`src/rtl/stopwatch_mmss.sv`:
```
// BCD mm:ss stopwatch driven by the 1 s divider square wave, with start/stop/clear control
// and registered 7-segment outputs. Define STOPWATCH_ALARM_EN to build the alarm comparator.
module stopwatch_mmss #(
  parameter int SEG_ACTIVE_LOW = 1,
  parameter int MAX_MIN_TENS   = 5
) (
  input  logic        clock_50M,
  input  logic        reset,
  input  logic        tick_in,
  input  logic        start,
  input  logic        stop,
  input  logic        clear,
  input  logic [15:0] alarm_time,
  output logic [3:0]  sec_ones,
  output logic [3:0]  sec_tens,
  output logic [3:0]  min_ones,
  output logic [3:0]  min_tens,
  output logic        running,
  output logic        rollover,
  output logic        alarm,
  output logic [6:0]  hex0,
  output logic [6:0]  hex1,
  output logic [6:0]  hex2,
  output logic [6:0]  hex3
);

  localparam logic [3:0] MIN_TENS_TOP = 4'(MAX_MIN_TENS);

  typedef enum logic [1:0] {
    ST_IDLE,
    ST_RUN,
    ST_PAUSE
  } state_t;

  state_t     state, state_next;
  logic       tick_q;
  logic       tick_rise;
  logic       inc;
  logic       full_wrap;
  logic [3:0] so_nx, st_nx, mo_nx, mt_nx;

  // Active-low segment pattern {g,f,e,d,c,b,a}; unused codes blank the digit.
  function automatic logic [6:0] seg7(input logic [3:0] d);
    logic [6:0] s;
    case (d)
      4'd0:    s = 7'b1000000;
      4'd1:    s = 7'b1111001;
      4'd2:    s = 7'b0100100;
      4'd3:    s = 7'b0110000;
      4'd4:    s = 7'b0011001;
      4'd5:    s = 7'b0010010;
      4'd6:    s = 7'b0000010;
      4'd7:    s = 7'b1111000;
      4'd8:    s = 7'b0000000;
      4'd9:    s = 7'b0010000;
      default: s = 7'b1111111;
    endcase
    return (SEG_ACTIVE_LOW != 0) ? s : ~s;
  endfunction

  assign tick_rise = tick_in & ~tick_q;
  assign inc       = (state == ST_RUN) & tick_rise & ~stop & ~clear;

  always_comb begin
    state_next = state;
    if (clear) begin
      state_next = ST_IDLE;
    end else begin
      unique case (state)
        ST_IDLE:  if (start && !stop) state_next = ST_RUN;
        ST_RUN:   if (stop) state_next = ST_PAUSE;
        ST_PAUSE: if (start && !stop) state_next = ST_RUN;
        default:  state_next = ST_IDLE;
      endcase
    end
  end

  // BCD ripple: each digit wraps only when every lower digit wraps too.
  always_comb begin
    so_nx     = sec_ones;
    st_nx     = sec_tens;
    mo_nx     = min_ones;
    mt_nx     = min_tens;
    full_wrap = 1'b0;
    if (sec_ones == 4'd9) begin
      so_nx = '0;
      if (sec_tens == 4'd5) begin
        st_nx = '0;
        if (min_ones == 4'd9) begin
          mo_nx = '0;
          if (min_tens == MIN_TENS_TOP) begin
            mt_nx     = '0;
            full_wrap = 1'b1;
          end else begin
            mt_nx = min_tens + 4'd1;
          end
        end else begin
          mo_nx = min_ones + 4'd1;
        end
      end else begin
        st_nx = sec_tens + 4'd1;
      end
    end else begin
      so_nx = sec_ones + 4'd1;
    end
  end

  always_ff @(posedge clock_50M) begin
    tick_q <= tick_in;
    if (!reset) begin
      state    <= ST_IDLE;
      running  <= 1'b0;
      rollover <= 1'b0;
      sec_ones <= '0;
      sec_tens <= '0;
      min_ones <= '0;
      min_tens <= '0;
    end else begin
      state    <= state_next;
      running  <= (state_next == ST_RUN);
      rollover <= inc & full_wrap;
      if (clear) begin
        sec_ones <= '0;
        sec_tens <= '0;
        min_ones <= '0;
        min_tens <= '0;
      end else if (inc) begin
        sec_ones <= so_nx;
        sec_tens <= st_nx;
        min_ones <= mo_nx;
        min_tens <= mt_nx;
      end
    end
  end

  always_ff @(posedge clock_50M) begin
    if (!reset) begin
      hex0 <= seg7(4'd0);
      hex1 <= seg7(4'd0);
      hex2 <= seg7(4'd0);
      hex3 <= seg7(4'd0);
    end else begin
      hex0 <= seg7(sec_ones);
      hex1 <= seg7(sec_tens);
      hex2 <= seg7(min_ones);
      hex3 <= seg7(min_tens);
    end
  end

`ifdef STOPWATCH_ALARM_EN
  logic alarm_hit;

  // Compared against the post-increment digits so alarm rises with the matching update.
  assign alarm_hit = inc & ({mt_nx, mo_nx, st_nx, so_nx} == alarm_time);

  always_ff @(posedge clock_50M) begin
    if (!reset) begin
      alarm <= 1'b0;
    end else if (clear) begin
      alarm <= 1'b0;
    end else if (alarm_hit) begin
      alarm <= 1'b1;
    end
  end
`else
  logic unused_alarm_time;

  assign unused_alarm_time = ^alarm_time;
  assign alarm             = 1'b0;
`endif

endmodule

```
`config.mk`:
```
export PLATFORM = sky130hd
export DESIGN_NAME = stopwatch_mmss
export DESIGN_NICKNAME = d
export VERILOG_FILES = /design/src/rtl/stopwatch_mmss.sv
export SDC_FILE = /design/constraint.sdc
export NUM_CORES = 1
export LEC_CHECK = 0
export ABC_AREA = 1
export BUFFER_PORTS_ARGS = -buffer_cell sky130_fd_sc_hd__buf_2
export CORE_ASPECT_RATIO = 1.4
export CORE_MARGIN = 5
export CORE_UTILIZATION = 52
export DETAILED_ROUTE_END_ITERATION = 8
export HOLD_SLACK_MARGIN = 0.05
export PLACE_DENSITY_LB_ADDON = 0.3
export SLEW_MARGIN = 20
export SYNTH_ARGS = -nofsm -noshare
export SYNTH_HDL_FRONTEND = slang
export SYNTH_SLANG_ARGS = --single-unit
export TNS_END_PERCENT = 1
```
`constraint.sdc`:
```
create_clock -name clock_50M -period 1.9 [get_ports clock_50M]
set_input_delay 0.38 -clock clock_50M [delete_from_list [all_inputs] [get_ports clock_50M]]
set_output_delay 0.38 -clock clock_50M [all_outputs]
set_load 0.005 [all_outputs]
```
* Word level (Yosys, flattened, before mapping) *
Memories as Yosys holds them, arrays and structs flattened. A register that Yosys moved wholly into a read port is not among the register bits.
Index checks and enable logic that the tools add are counted.

operators by class
  multiplexer cells = 12
  bitwise logic cells = 9
  magnitude comparators = 0
  equal/unequal tests = 7
  add/subtract/negate cells = 4
  divide/modulo/power cells = 0
  reductions and logical operators = 12
  multiply operators = 0
  shift operators = 0

operators by type and width
  kind                                                                   number
  4-bit by 1-bit adder with 4-bit output, second input constant          4
  4-bit two-way mux                                                      4
  4-bit by 3-bit equality test with 1-bit output, second input constant  2
  4-bit equality test, second input constant                             2
  2-bit two-way mux                                                      3
  1-bit AND                                                              5
  1-bit zero test                                                        5
  2-bit by 1-bit equality test with 1-bit output, second input constant  2
  1-bit two-way mux                                                      4
  1-bit inverter                                                         4
  2-bit case mux with 2 select lines                                     1
  4-bit AND reduction                                                    1
  2-bit OR reduction                                                     2
  3-bit AND reduction                                                    1
  2-bit equality test, second input constant                             1
  2-bit zero test                                                        1
  2-bit AND reduction                                                    1
  1-bit logical AND                                                      1

storage, ports and cells
  word-level logic and storage cells = 56
  memories = 4
  output and inout bits = 47
  bits in latches = 0
  register bits = 21
  bits in read-only memories = 448
  RAM bits = 0

memories
  memory            words  bits a word  rd ports  clocked after memory_dff  write ports  line  source
  (name not given)  16     7            1         1                         0            45    case (d)
  (name not given)  16     7            1         1                         0            45
  (name not given)  16     7            1         1                         0            45
  (name not given)  16     7            1         1                         0            45

* Longest topological paths before layout *
  depth after elaboration = 6
  mapped depth = 8

* Least setup slack after synthesis *
Ideal clock, no wire load.

  kind = reg2reg
  from = register sec_tens[1]
  to = register min_tens[1]
  data arrival time = 1279 ps
  setup slack = 509 ps
  stages on the path, launching flop included = 9
  path buffers = 0
  setup time = 112 ps
  path through = dfxtp_1 inv_1 ha_1 nand3_4 nor2_4 nand3_2 clkinv_1 nor2_1 nor2_2

on the way
  cells in the longest elaborated chain, start to end = 2

RTL lines
  item                                            line  source
  start, declared                                 15    output logic [3:0] sec_tens,
  start signal, assigned                          129   sec_tens <= st_nx;
  4-bit by 3-bit equality test with 1-bit output  87    if (sec_tens == 4'd5) begin
  4-bit AND reduction (no source line)            -
  end signal, assigned                            131   min_tens <= mt_nx;
  end, declared                                   17    output logic [3:0] min_tens,

No other way between the ends.
A chain may end at the register's enable or synchronous reset.

* Final worst setup path *
  from = register sec_tens[1]
  to = register min_tens[0]

The elaborated chain is that of the path after synthesis.

==> flow_summary_export.csv <==
group,metric,value,unit
outcome,outcome,"finished clean",
timing,worstMarginPinSlew,0.668,ns
timing,slew_headroom,55.0,%
layout,layout_common_cells,"nand2_1 (56), buf_2 (51), dfxtp_1 (49)",
worst_hold_path,hp-class,"input port to flip-flop",
die,io_pins,69,
grt,grt_pass1_vias,1947,
die,start_util,53.5,%
critical_path,path_buf_inv,2,
layout,drive_above_1_share,25.1,%
critical_path,arrival,1.82,ns
cts,cts.sinks,49,
timing,hold_viol,0,
cts,cts.clk_slew.worst_paths,0.09,ns
yosys,syn_area,2410,µm²
layout,fillers,425,
cts,cts_root_buffer,"clkbuf_8",
run,max_cap_violations,0,
timing,setup-tns-final,0,ns
yosys,synth-seq-cells,49,
die,core_area,4500,µm²
detailed_routing,wire_per_inst,12.1,µm
placed_design,io_buffer_count,51,
detailed_routing,via_per_inst,5.05,
die,die_area,6110,µm²
layout,antennaDiodeCount,0,
critical_path,required,2.11,ns
yosys,yosys_warnings,0,
yosys,synth_top_cell_by_area,"dfxtp_1",
timing,fin_skew,0.00622,ns
timing,min_period_over_period,84.7,%
pwr,peakVddDrop,0.000426,V
detailed_routing,vias,2100,
timing,final_max_slew_viol_count,0,
timing,rsz0062_at_grt,"no",
cts,clk_latency,0.30,ns
cts,cts_hold_buf,0,
grt,grt_pass1_wl,8370,µm
pwr,p_leak,1.28,nW
critical_path,worstPathCellList,"inv_1 -> ha_1 -> nand3_4 -> nor2_4 -> nand3_2 -> clkinv_1 -> nor2_1 -> nor2_2",
cts,post_cts_buffers,0,
critical_path,end_kind,"flip-flop",
grt,antenna_found_initial,0,
critical_path,slowest_delay,0.48,ns
yosys,synth_top_area_share,40.7,%
critical_path,worst-setup-path-type,"flip-flop to flip-flop",
grt,grtUsageMet3,4.11,%
die,die_x,67.5,µm
placed_design,routabilityCongestion,0.824,
grt,gr-usage-met1,18.1,%
yosys,synth.distinct_cells,32,
detailed_routing,route.detailed.drc,0,
critical_path,critPathMaxFanout,8,
yosys,syn_avg_cell_area,7.92,µm²
timing,fmax,0.621,GHz
layout,final_common_cell,"nand2_1",
cts,cts_resized,0,
placed_design,place_area,2690,µm²
die,rows,29,
yosys,synth_area_leaders,"dfxtp_1 (41%), ha_1 (10%), nand2_1 (8.7%)",
critical_path,crit_path_start_kind,"flip-flop",
grt,busiest_layer,"met2",
layout,fin_util,62.3,%
placed_design,hpwl,3660,µm
cts,cts_buffers,5,
pwr,finalPower,1.86,mW
cts,cts_tree,"done",
layout,fin_nets,395,
layout,syn_to_final_growth,16.5,%
layout,fin_area,2810,µm²
cts,h-tree-depth,2,
detailed_routing,first_iter_violations,122,
yosys,synth_cells,304,
timing,min_period,1.61,ns
detailed_routing,drtPass1Iterations,4,
critical_path,path_delay_family,"simple AND/OR/NAND/NOR gates",
yosys,syn-num-nets,346,
cts,clock_path_buffers,2,
grt,overflow,0,
pwr,p_per_area,662,nW/µm²
timing,finalSetupViolations,0,
detailed_routing,ant_nets,0,
die,die_height,90.5,µm
yosys,ys_seq_area_share,40.7,%
detailed_routing,routed_wl,5020,µm
grt,grt_max_degree,23,
critical_path,slowest_stage,"dfxtp_1",
grt,grtUsageMet2,31.4,%
grt,grt_use_total,17.3,%
==> state kept, by name (all words and copies together), names as in the netlist <==
name and cells:
tick_q 1, sec_tens 4, hex3 7, min_tens 4, rollover 1, hex0 7, sec_ones 4, min_ones 4
hex2 7, state 2, running 1, hex1 7
==> cell usage after synthesis (all sizes together) <==
master	instances
nand4	5
a21oi	27
a221oi	1
nor3	6
ha	20
o21ai	20
buf	8
nand3	27
a31o	1
o22ai	1
nand2	59
inv	33
o211ai	6
conb	1
dfxtp	49
clkinv	1
or2	2
clkbuf	2
nor2	35
==> final timing paths <==
path	start	endpoint	slack, ns	cells after the start
max	sec_tens[1]	min_tens[0]	0.29	8
min	tick_in	tick_q	0.19	1
min reg2reg	sec_ones[3]	sec_ones[3]	0.54	2
max reg2reg	sec_tens[1]	min_tens[0]	0.29	8
==> logic make-up (layout without fill, tap and decap cells) <==
group	Yosys count	in the layout	synth area share, %
flops	49	49	40.7
simple gates	134	134	27.9
compound gates	56	56	12.8
other cells	1	1	0.156
fa+ha+maj	20	20	10.4
buf+inv	44	94	8.00
==> final cells by class <==
| type | count | area [µm²] | share of cell area, % |
|---|---|---|---|
| multi-input combinational | 211 | 1230 | 44.0 |
| clock buffer | 6 | 82.6 | 2.94 |
| inverter | 34 | 130 | 4.64 |
| sequential | 49 | 981 | 35.0 |
| tap | 62 | 77.6 | 2.77 |
| clock inverter | 2 | 37.5 | 1.34 |
| timing repair buffer | 52 | 263 | 9.37 |
==> per-stage QoR <==
step / cells / worst slack [ns] / hold slack [ns]
2_1_floorplan: 304 / 0.509 / 0.408
3_3_place_gp: 408 / 0.354 / 0.497
6_report: 416 / 0.290 / 0.189
3_5_place_dp: 408 / 0.321 / 0.498
4_1_cts: 416 / 0.293 / 0.182
5_1_grt: 416 / 0.206 / 0.186
==> layer usage <==
metal,up-vias,wire [µm]
met4,0,93
li1,1087,-
met3,6,253
met1,962,2010
met5,-,0
met2,45,2670
==> power by group <==
group / switching [mW] / leakage, nW / internal (mW) / total, mW
registers: 0.00164 / 0.395 / 1.03 / 1.03
logic: 0.0327 / 0.829 / 0.0115 / 0.0441
clock network: 0.354 / 0.0574 / 0.428 / 0.782
Power figures use the tool's default switching activity.
